===== config.mk =====
export PLATFORM = sky130hd
export DESIGN_NAME = flash_sample_streamer
export DESIGN_NICKNAME = d
export VERILOG_FILES = /design/src/rtl/audio_stream_pkg.sv /design/src/rtl/sample_scale.sv /design/src/rtl/flash_sample_streamer.sv
export SDC_FILE = /design/constraint.sdc
export NUM_CORES = 1
export LEC_CHECK = 0
export CAP_MARGIN = 20
export CORE_UTILIZATION = 40
export CTS_CLUSTER_DIAMETER = 30
export DETAILED_ROUTE_END_ITERATION = 8
export HOLD_SLACK_MARGIN = 0.1
export SLEW_MARGIN = 20
export SYNTH_ARGS = -nofsm -noshare
export SYNTH_HDL_FRONTEND = slang
export SYNTH_SLANG_ARGS = --single-unit

===== constraint.sdc =====
create_clock -name CLOCK_50 -period 3.53 [get_ports CLOCK_50]
set_input_delay 0.353 -clock CLOCK_50 [delete_from_list [all_inputs] [get_ports CLOCK_50]]
set_output_delay 0.353 -clock CLOCK_50 [all_outputs]
set_load 0.02 [all_outputs]

===== src/rtl/audio_stream_pkg.sv =====
// audio_stream_pkg: state encodings shared by the flash sample streamer.
// No ports; imported by flash_sample_streamer.
package audio_stream_pkg;

    typedef enum logic [1:0] {
        F_IDLE,
        F_REQ,
        F_WAIT,
        F_DRAIN
    } fetch_state_t;

    typedef enum logic [2:0] {
        P_IDLE,
        P_LOAD,
        P_WAIT_READY,
        P_SEND,
        P_WAIT_ACCEPT
    } play_state_t;

endpackage


===== src/rtl/sample_scale.sv =====
// sample_scale: divides a signed 16-bit sample by 2^VOL_SHIFT, rounding toward zero.
// Ports: i_sample (signed in), o_sample (signed, attenuated out).
module sample_scale #(
    parameter int VOL_SHIFT = 6
) (
    input  logic signed [15:0] i_sample,
    output logic signed [15:0] o_sample
);

    localparam logic signed [16:0] BIAS = 17'((1 << VOL_SHIFT) - 1);

    logic signed [16:0] w_ext;
    logic signed [16:0] w_biased;

    // Negative inputs get a bias so the arithmetic shift truncates toward zero.
    assign w_ext    = $signed({i_sample[15], i_sample});
    assign w_biased = w_ext + (i_sample[15] ? BIAS : 17'sd0);
    assign o_sample = 16'(w_biased >>> VOL_SHIFT);

endmodule


===== src/rtl/flash_sample_streamer.sv =====
// flash_sample_streamer: streams mono 16-bit samples from flash words into the codec.
// Ports: CLOCK_50/reset, start/stop/loop_en, flash_mem_* Avalon read master,
// write_s/write_ready/writedata_* codec handshake, busy/done status.
module flash_sample_streamer #(
    parameter int ADDR_W    = 23,
    parameter int END_ADDR  = 1048575,
    parameter int VOL_SHIFT = 6
) (
    input  logic              CLOCK_50,
    input  logic              reset,
    input  logic              start,
    input  logic              stop,
    input  logic              loop_en,
    output logic              flash_mem_read,
    output logic [ADDR_W-1:0] flash_mem_address,
    input  logic              flash_mem_waitrequest,
    input  logic [31:0]       flash_mem_readdata,
    input  logic              flash_mem_readdatavalid,
    input  logic              write_ready,
    output logic              write_s,
    output logic [15:0]       writedata_left,
    output logic [15:0]       writedata_right,
    output logic              busy,
    output logic              done
);

    import audio_stream_pkg::*;

    localparam logic [ADDR_W-1:0] END_A = ADDR_W'(END_ADDR);
    localparam logic [ADDR_W-1:0] ONE_A = {{(ADDR_W-1){1'b0}}, 1'b1};

    fetch_state_t      r_fstate, w_fnext;
    play_state_t       r_pstate, w_pnext;
    logic [ADDR_W-1:0] r_fetch_addr;
    logic              r_rd_pend;
    logic [31:0]       r_word_buf;
    logic              r_buf_valid;
    logic              r_buf_last;
    logic [31:0]       r_cur_word;
    logic              r_cur_last;
    logic              r_half;
    logic [15:0]       r_wdata;
    logic              r_done;

    logic              w_start_ok;
    logic              w_rd_done;
    logic              w_at_end;
    logic              w_load;
    logic              w_write_s;
    logic              w_last_acc;
    logic signed [15:0] w_raw;
    logic signed [15:0] w_scaled;

    assign w_start_ok = start && !stop &&
                        (r_pstate == P_IDLE) && (r_fstate == F_IDLE);
    assign w_rd_done  = (r_fstate == F_WAIT) && r_rd_pend &&
                        flash_mem_readdatavalid;
    assign w_at_end   = (r_fetch_addr == END_A);
    assign w_load     = (r_pstate == P_LOAD) && r_buf_valid;
    assign w_last_acc = (r_pstate == P_WAIT_ACCEPT) && !write_ready &&
                        r_half && r_cur_last;
    assign w_raw      = r_half ? r_cur_word[31:16] : r_cur_word[15:0];

    sample_scale #(
        .VOL_SHIFT(VOL_SHIFT)
    ) u_scale (
        .i_sample(w_raw),
        .o_sample(w_scaled)
    );

    always_comb begin
        w_fnext = r_fstate;
        unique case (r_fstate)
            F_IDLE:  if (w_start_ok) w_fnext = F_REQ;
            F_REQ:   if (!flash_mem_waitrequest) w_fnext = F_WAIT;
            F_WAIT: begin
                if (r_rd_pend) begin
                    if (w_rd_done && w_at_end && !loop_en) w_fnext = F_IDLE;
                end else if (!r_buf_valid) begin
                    w_fnext = F_REQ;
                end
            end
            F_DRAIN: if (flash_mem_readdatavalid) w_fnext = F_IDLE;
        endcase
        // A read the slave has taken must still be drained after stop.
        if (stop) begin
            if ((r_fstate == F_REQ && !flash_mem_waitrequest) ||
                (r_fstate == F_WAIT && r_rd_pend && !flash_mem_readdatavalid))
                w_fnext = F_DRAIN;
            else if (r_fstate != F_DRAIN)
                w_fnext = F_IDLE;
        end
    end

    always_comb begin
        w_pnext   = r_pstate;
        w_write_s = 1'b0;
        unique case (r_pstate)
            P_IDLE:       if (w_start_ok) w_pnext = P_LOAD;
            P_LOAD:       if (r_buf_valid) w_pnext = P_WAIT_READY;
            P_WAIT_READY: if (write_ready) w_pnext = P_SEND;
            P_SEND: begin
                w_write_s = 1'b1;
                w_pnext   = P_WAIT_ACCEPT;
            end
            P_WAIT_ACCEPT: begin
                w_write_s = 1'b1;
                if (!write_ready) begin
                    if (!r_half)         w_pnext = P_WAIT_READY;
                    else if (r_cur_last) w_pnext = P_IDLE;
                    else                 w_pnext = P_LOAD;
                end
            end
            default:      w_pnext = P_IDLE;
        endcase
        if (stop) w_pnext = P_IDLE;
    end

    always_ff @(posedge CLOCK_50 or posedge reset) begin
        if (reset) begin
            r_fstate     <= F_IDLE;
            r_pstate     <= P_IDLE;
            r_fetch_addr <= '0;
            r_rd_pend    <= 1'b0;
            r_word_buf   <= '0;
            r_buf_valid  <= 1'b0;
            r_buf_last   <= 1'b0;
            r_cur_word   <= '0;
            r_cur_last   <= 1'b0;
            r_half       <= 1'b0;
            r_wdata      <= '0;
            r_done       <= 1'b0;
        end else begin
            r_fstate <= w_fnext;
            r_pstate <= w_pnext;
            r_done   <= w_last_acc && !stop;

            if (r_fstate == F_REQ && !flash_mem_waitrequest)
                r_rd_pend <= 1'b1;
            else if (flash_mem_readdatavalid)
                r_rd_pend <= 1'b0;

            if (w_start_ok)
                r_fetch_addr <= '0;
            else if (w_rd_done && !stop)
                r_fetch_addr <= w_at_end ? '0 : r_fetch_addr + ONE_A;

            // Fetch can only complete into an empty buffer, so set and clear never collide.
            if (stop || w_start_ok) begin
                r_buf_valid <= 1'b0;
            end else if (w_rd_done) begin
                r_word_buf  <= flash_mem_readdata;
                r_buf_valid <= 1'b1;
                r_buf_last  <= w_at_end && !loop_en;
            end else if (w_load) begin
                r_buf_valid <= 1'b0;
            end

            if (w_load && !stop) begin
                r_cur_word <= r_word_buf;
                r_cur_last <= r_buf_last;
                r_half     <= 1'b0;
            end else if (r_pstate == P_WAIT_ACCEPT && !write_ready &&
                         !r_half && !stop) begin
                r_half <= 1'b1;
            end

            if (r_pstate == P_WAIT_READY && write_ready && !stop)
                r_wdata <= w_scaled;
        end
    end

    assign flash_mem_read    = (r_fstate == F_REQ);
    assign flash_mem_address = r_fetch_addr;
    assign write_s           = w_write_s;
    assign writedata_left    = r_wdata;
    assign writedata_right   = r_wdata;
    assign busy              = (r_pstate != P_IDLE);
    assign done              = r_done;

endmodule


**Word level (Yosys, flattened, before mapping)**

Cells that the tools add are included.

- Register bits after elaboration: 109
- Word-level logic and storage cells: 98

- Add/subtract/negate cells: 2
- Equal/unequal tests: 13
- Muxes and demuxes: 31
- Bitwise gates (word level): 1
- Reduce and logical (&&, ||, !) cells: 39

Operators by type and width:

| operator | number |
|---|---|
| 23-bit two-way mux | 3 |
| 23-bit by 1-bit adder with 23-bit output (second input constant) | 1 |
| 23-bit by 20-bit == test with 1-bit output (second input constant) | 1 |
| 1-bit logical AND | 21 |
| 2-bit two-way mux | 10 |
| 16-bit by 7-bit adder with 17-bit output | 1 |
| 16-bit two-way mux | 1 |
| 3-bit two-way mux | 5 |
| 3-bit case mux with 5 select lines | 1 |
| 3-bit inequality test (second input constant) | 4 |
| 1-bit two-way mux | 9 |
| 2-bit case mux with 4 select lines | 1 |
| 3-bit by 2-bit == test with 1-bit output (second input constant) | 2 |
| 1-bit zero test | 6 |
| 6-bit two-way mux | 1 |
| 2-bit nonzero test | 3 |
| 3-bit nonzero test | 2 |
| 2-bit == test (second input constant) | 2 |
| 4-bit AND reduction | 1 |
| 3-bit by 1-bit == test with 1-bit output (second input constant) | 1 |
| 3-bit == test (second input constant) | 1 |
| 3-bit zero test | 1 |
| 2-bit by 1-bit == test with 1-bit output (second input constant) | 1 |
| 2-bit zero test | 1 |
| other kinds (5) | 6 |

**Logic depth before layout (Yosys ltp)**

Gate-level depths: netlist of run 1.

- Depth in word-level cells: 11
- Depth in mapped cells: 10
- Mapped depth without buffers: 8

**By module**

From an unflattened synthesis of run 1, not the netlist that was laid out.

- Cell total of the unflattened synthesis: 526
- Area, all modules: 5562.8 um^2

Modules (own cells, without submodules):

| module | times used | cells an instance | area an instance (um^2) |
|---|---|---|---|
| flash_sample_streamer | 1 | 481 | 5220.0 |
| sample_scale | 1 | 45 | 342.8 |

**Worst setup path after synthesis of run 1**

Ideal clock, no wire load.

- Path type: reg2reg
- From: reg r_half
- To: reg r_wdata[6] (netlist: writedata_left[6])
- Arrival time: 2.625 ns
- Data required time: 3.438 ns
- Slack: 0.812 ns
- Stages on the path, launching flop included: 11
- Buffers on the path: 3
- Clock period less this slack: 2.718 ns
- Cells stage by stage: dfrtp_1 > buf_6 > buf_6 > clkbuf_1 > mux2_2 > ha_1 > o211ai_1 > o21ai_0 > nand3_2 > o31a_1 > o31ai_2

- Word-level cells in the longest chain between the ends: 3

RTL lines:

| what | line | text |
|---|---|---|
| start: declaration | flash_sample_streamer.sv:41 | `logic r_half;` |
| start signal: assignment | flash_sample_streamer.sv:130 | `r_half <= 1'b0;` |
| start signal: assignment | flash_sample_streamer.sv:162 | `r_half <= 1'b0;` |
| start signal: assignment | flash_sample_streamer.sv:165 | `r_half <= 1'b1;` |
| 16-bit two-way mux * | flash_sample_streamer.sv:62 | `assign w_raw = r_half ? r_cur_word[31:16] : r_cur_word[15:0];` |
| 6-bit two-way mux | sample_scale.sv:17 | `assign w_biased = w_ext + (i_sample[15] ? BIAS : 17'sd0);` |
| 16-bit by 7-bit adder with 17-bit output * | sample_scale.sv:17 |  |
| end signal: assignment | flash_sample_streamer.sv:169 | `r_wdata <= w_scaled;` |
| end: declaration | flash_sample_streamer.sv:42 | `logic [15:0] r_wdata;` |

Every way passes the cells marked *; elsewhere a longest branch is shown, timed or not.
A chain may end at the register's enable or synchronous reset.

**Worst setup path after layout of run 1**

Same ends and word-level chain as after synthesis.

==> results of run 1 <==
final cells by class:
type / instances / area (µm²)
inverters: 6 / 25.02
clock buffers: 13 / 270.3
well taps: 172 / 215.2
fillers: 1159 / 6173
clock inverters: 3 / 42.54
repair buffers: 106 / 1054
multi-input cells: 379 / 2317
flip-flops and latches: 109 / 2728
cells in the mapped netlist (2+ instances only):
cell type | number | area [µm²]
nand2_1 | 141 | 529.3
dfrtp_1 | 109 | 2728
mux2_2 | 40 | 450.4
buf_4 | 22 | 165.2
nor2_1 | 20 | 75.07
nand3_1 | 18 | 90.09
a21oi_1 | 16 | 80.08
clkbuf_1 | 13 | 48.80
o21ai_0 | 13 | 65.06
o21ai_1 | 12 | 60.06
a31oi_1 | 10 | 62.56
nor3_1 | 10 | 50.05
buf_2 | 9 | 45.04
mux2i_1 | 9 | 90.09
and3_1 | 8 | 50.05
nand4_1 | 7 | 43.79
ha_1 | 6 | 75.07
inv_1 | 6 | 22.52
nand2b_1 | 6 | 37.54
o31ai_1 | 6 | 45.04
xnor2_1 | 5 | 43.79
a21o_1 | 4 | 30.03
a22o_1 | 4 | 35.03
and2_1 | 4 | 25.02
nor3b_1 | 4 | 30.03
and4_1 | 3 | 26.28
buf_6 | 3 | 33.78
a221oi_1 | 2 | 17.52
nand4b_1 | 2 | 17.52
nor2b_1 | 2 | 12.51
o2111ai_1 | 2 | 17.52
o21a_1 | 2 | 15.01
o22ai_1 | 2 | 12.51
o31a_1 | 2 | 17.52
xor2_1 | 2 | 17.52
critical path: stages, from the launching register on:
cell and delay (ns):
dfrtp_1 0.43, buf_4 0.25, mux2_2 0.36, ha_1 0.30, o211ai_1 0.08, o21ai_0 0.38, nand3_2 0.22, o31a_1 0.35
o31ai_2 0.20
power groups by stage:
stage	Sequential (W)	Combinational (W)	Clock (W)
detailed placement	0.00149	0.000569	0
finish	0.00147	0.000564	0.00106
floorplan	0.00145	0.000428	0
global route	0.00149	0.000629	0.00113
CTS	0.00147	0.000571	0.00109
global placement	0.00149	0.000559	0
sequential cells by signal, summed over array words and instances, names as in the netlist, 2 cells and up:
signal,count
r_cur_word,32
r_word_buf,32
flash_mem_address,23
writedata_left,11
r_pstate,3
r_fstate,2
logic make-up after synthesis:
logic type,after synthesis,share of synthesized area
AND/OR/NAND/NOR,234,0.2062
flip-flops,109,0.5091
AO/OA/AOI/OAI,83,0.09949
buffers and inverters,53,0.05885
multiplexers,49,0.1009
XOR/XNOR,7,0.01144
adder cells (fa/ha/maj),6,0.01401
path summary, 6_finish.rpt:
path                                             from                       endpoint  cells past startpoint
hold reg to reg            r_word_buf[28]$_DFFE_PP0P_     r_word_buf[28]$_DFFE_PP0P_                      2
setup reg to reg                   r_half$_DFFE_PP0P_  writedata_left[6]$_DFFE_PP0P_                      8
min in group CLOCK_50      r_word_buf[28]$_DFFE_PP0P_     r_word_buf[28]$_DFFE_PP0P_                      2
max in group asynchronous                       reset  writedata_left[0]$_DFFE_PP0P_                      3
hold / removal                                  reset      r_word_buf[4]$_DFFE_PP0P_                      2
setup / recovery                   r_half$_DFFE_PP0P_  writedata_left[6]$_DFFE_PP0P_                      8
per-layer routing:
| layer | up-vias | GRT usage |
|---|---|---|
| li1 | 1995 | - |
| met1 | 2007 | 0.2455 |
| met2 | 105 | 0.2768 |
| met3 | 11 | 0.05766 |
| met4 | 0 | 0.05208 |
| met5 | - | 0 |
per-stage QoR:
| stage | util | setup slack, ns |
|---|---|---|
| after global placement | 0.4942 | 0.9664 |
| after CTS | 0.5186 | 0.8364 |
| final | 0.5186 | 0.8623 |
| after global routing | 0.5186 | 0.5568 |
| after floorplan | - | 0.3031 |
| after detailed placement | 0.4942 | 0.8694 |
cells in the final DEF, fill, tap and decap left out, types with 3 or more instances in the layout:
master	n
mux2i_1	9
dfrtp_1	109
inv_1	5
and4_1	3
nand2_1	141
a21o_1	4
nand2b_1	6
clkdlybuf4s50_1	98
nor2_1	19
nand3_1	18
o21ai_0	13
and3_1	8
nor3b_1	4
mux2_2	40
clkbuf_8	3
a31oi_1	10
nor3_1	10
o31ai_1	6
buf_4	7
xnor2_1	5
o21ai_1	12
clkbuf_16	9
a22o_1	4
and2_1	4
ha_1	6
nand4_1	7
a21oi_1	16
==> results.yml, run 1 <==
power:
  ir_drop_mv: 0.2261
  seqPwrFrac: 0.476
  p_int_w: 0.002232
  total_power_w: 0.003091
  p_comb_frac: 0.182
  p_per_area_nw_per_um2: 464.7
  p_leak_nw: 3.101
  p_clk_frac: 0.342
  p_sw_frac: 0.2780
  p_sw_w: 0.0008592
cts:
  cts_buffers: 9
  cts_setup_buffers: 0
  postCtsResizedCells: 0
  insertion_delay_ns: 0.35
  cts_tree: "built"
  h-tree-depth: 3
  cts_buffer_depth: 2
  cts_num_sinks: 109
  hold_buffers: 0
  cts_root_buf: "clkbuf_16"
  path_clk_slew_ns: 0.07
synth:
  synth-warning-count: 0
  yosysUniqueCellTypes: 52
  synth_edf_count: 0
  netlist_instances: 541
  synthFlopType: "dfrtp_1"
  syn_area_um2: 5358
  async_flop_share: 1.000
  avgSynthCellArea_um2: 9.903
  synth-seq-cells: 109
  syn-num-nets: 587
  synth_seq_area_share: 0.5091
sta:
  whs_ns: 0.3632
  hold_viol: 0
  layout_min_cycle_time_ns: 2.668
  skew_ns: 0.006889
  max_freq_ghz: 0.3749
  slew_viol_final: 0
  max_slew_margin: 0.5493
  post-route-period-util: 0.7557
  setup_viol: 0
  rsz0062_at_grt: "no"
  tns_ns: 0
  worst_slew_pin_slew_ns: 0.6741
layout:
  final_nets: 657
  antennaDiodeCount: 0
  drive_above_1_share: 0.1185
  area_growth_pct: 24.15
  fin_cells: 788
  fin_area_um2: 6651
job:
  maxCapViolCount: 0
detailed_routing:
  totalWireLength_um: 11790
  route.antenna.remaining_nets: 0
  wl_met1_um: 5584
  routedWlPerCell_um: 14.96
  dr_wl_met2_um: 5418
  dr.pass1.iters: 7
  vias: 4118
  drt_iter0_markers: 177
  vias_per_cell: 5.226
  routed.top_layer: "met4"
  drc: 0
  wl_met3_um: 635
grt:
  grt_pass1_wl_um: 20100
  track_usage: 0.1812
  antenna_found_initial: 0
  first_global_vias: 4046
  grt_max_degree: 79
  overflow: 0
worst_setup_path:
  cp-start-kind: "flip-flop"
  critPathKind: "flip-flop to flip-flop"
  cp.arrival_ns: 2.93
  cp.required_ns: 3.79
  r2r_setup_slack_ns: 0.86
  end_kind: "flip-flop"
  worstPathMaxFanout: 13
die:
  initial_core_util: 0.4178
  die_h_um: 117.7
  dieArea_um2: 13860
  core_area_um2: 12820
  dieWidth_um: 117.7
  io_pins: 99
  row_count: 41
place:
  placed_cells: 772
  portBuffers: 98
  place_hpwl_um: 8075
  gp_congestion: 0.8356
  dpl-instance-area_um2: 6339
min_path:
  hold_path.class: "primary input to async pin"
status:
  status: "completed"
No activity file was read; power rests on OpenSTA's default activity.
==> inputs of run 2 (changes only) <==
- PLACE_DENSITY: unset -> 0.66
- clock period: 3.53 -> 2.2 ns (I/O delays scaled with it)
==> results.yml, run 2 (synthesized netlist as in run 1, its figures left out) <==
status:
  status: "finished, violations left"
  failed_checks: "negative setup slack"
layout:
  area_growth_pct: 30.97
  final_nets: 687
  mostFrequentLayoutCells: "nand2_1, dfrtp_1, clkdlybuf4s50_1, mux2_2, buf_4"
  drive_above_1_share: 0.1873
  final_common_cell: "nand2_1"
  fin_area_um2: 7017
  antennaDiodeCount: 0
grt:
  first_global_vias: 4311
  grt_pass1_wl_um: 20840
  grt_max_degree: 39
  track_usage: 0.1839
  overflow: 0
  antenna_found_initial: 0
worst_setup_path:
  path_buf_inv: 2
  slowest_delay_ns: 0.41
  rr_worst_depth: 9
  worstPathMaxFanout: 5
  crit_top_cell: "buf_4"
  cp-start-kind: "flip-flop"
  cp.required_ns: 2.45
  path_depth: 9
  end_kind: "flip-flop"
  cp_cell_sequence: "buf_4 > mux2_2 > ha_4 > nand4b_1 > nand4_1 > buf_4 > nand3_4 > o31a_1 > o31ai_2"
  cp.arrival_ns: 2.49
  cpLargestDelayFamily: "compound AO/OA/AOI/OAI gates"
  critPathKind: "flip-flop to flip-flop"
  crit_slowest_cell: "dfrtp_2"
power:
  p_per_area_nw_per_um2: 708.4
  p_clk_frac: 0.316
  p_leak_nw: 3.253
  p_sw_w: 0.001407
  p_sw_frac: 0.2830
  p_comb_frac: 0.210
  p_int_w: 0.003564
  ir_drop_mv: 0.3623
  seqPwrFrac: 0.474
die:
  initial_core_util: 0.4178
  dieArea_um2: 13860
  die_h_um: 117.7
  core_area_um2: 12820
  row_count: 41
  io_pins: 99
  dieWidth_um: 117.7
place:
  portBuffers: 98
  gp_congestion: 0.8206
  dpl-instance-area_um2: 6584
  place_hpwl_um: 8801
detailed_routing:
  dr.pass1.iters: 5
  routedWlPerCell_um: 14.83
  drt_iter0_markers: 240
  vias_per_cell: 5.240
  vias: 4286
  totalWireLength_um: 12130
  route.antenna.remaining_nets: 0
  drc: 0
cts:
  hold_buffers: 0
  cts_tree: "built"
  cts_num_sinks: 109
  cts_root_buf: "clkbuf_16"
  insertion_delay_ns: 0.34
  h-tree-depth: 3
  path_clk_slew_ns: 0.07
  cts_buffers: 9
  cts_buffer_depth: 2
job:
  maxCapViolCount: 0
sta:
  setup_ws_ns: -0.03374
  layout_min_cycle_time_ns: 2.234
  hold_viol: 0
  skew_ns: 0.006738
  max_freq_ghz: 0.4477
  rsz0062_at_grt: "yes"
  worst_slew_pin_slew_ns: 0.6719
  post-route-period-util: 1.015
  max_slew_margin: 0.5520
  setup_viol: 4
  tns_ns: -0.08918
  slew_viol_final: 0
min_path:
  hold_path.class: "primary input to async pin"
run 2: changes by cell type in the layout (fill, tap and decap cells not counted), sizes merged:
cell / previous run / this run
buf: 8 / 38
inv: 6 / 5
bufinv: 1 / 0
clkinv: 1 / 3
run 2: through the flow:
step	std cells	hold slack (ns)	setup slack (ns)	total power, W	util
after CTS	814	0.2668	-0.009536	0.005016	0.5422
after global placement	793	0.4531	0.01583	0.003351	0.5134
final	818	0.2594	-0.03374	0.004971	0.5471
after global routing	818	0.3128	-0.1478	0.005230	0.5471
after floorplan	541	0.3178	-0.07492	0.003040	-
after detailed placement	793	0.4573	-0.07484	0.003380	0.5134
run 2: final timing paths:
check | slack [ns] | start | endpoint
worst max register to register | -0.03 | r_half$_DFFE_PP0P_ | writedata_left[6]$_DFFE_PP0P_
worst min-delay path | 0.26 | reset | r_word_buf[12]$_DFFE_PP0P_
worst min register to register | 0.47 | r_word_buf[1]$_DFFE_PP0P_ | r_word_buf[1]$_DFFE_PP0P_
max in group asynchronous | 1.36 | reset | r_cur_word[4]$_DFFE_PP0P_
min in group CLOCK_50 | 0.40 | flash_mem_readdata[13] | r_word_buf[13]$_DFFE_PP0P_
worst max-delay path | -0.03 | r_half$_DFFE_PP0P_ | writedata_left[6]$_DFFE_PP0P_
run 2: timing repair:
action,in CTS,in global routing
pin swaps,5,8
setup buffers,5,4
endpoints found under the setup margin,7,18
resized for setup,9,7
run 2: power by group through the flow:
stage          Combinational, W  Clock (W)  Sequential, W
2_1_floorplan          0.000714          0        0.00233
3_5_place_dp           0.000989          0        0.00239
5_1_grt                 0.00115    0.00169        0.00239
3_3_place_gp           0.000969          0        0.00238
4_1_cts                 0.00105    0.00161        0.00235
6_report                0.00105    0.00157        0.00236
run 2: layout make-up:
cell class | instances | area [µm²]
fill | 1178 | 5808
sequential | 109 | 2729
multi-input combinational | 379 | 2450
timing repair buffer | 136 | 1308
clock buffer | 13 | 270.3
tap | 172 | 215.2
inverter | 6 | 26.28
clock inverter | 3 | 18.77
run 2: metal layers:
metal | up-vias | part of all wire | global-route usage
met5 | - | 0 | 0
met4 | 0 | 0.016 | 0.05288
met3 | 18 | 0.041 | 0.03973
met2 | 114 | 0.49 | 0.3099
met1 | 2100 | 0.45 | 0.2367
li1 | 2054 | - | -
run 2: worst register-to-register path, stage by stage (launching register included):
cell	delay (ns)
dfrtp_2	0.41
buf_4	0.13
mux2_2	0.35
ha_4	0.27
nand4b_1	0.10
nand4_1	0.15
buf_4	0.15
nand3_4	0.09
o31a_1	0.30
o31ai_2	0.20
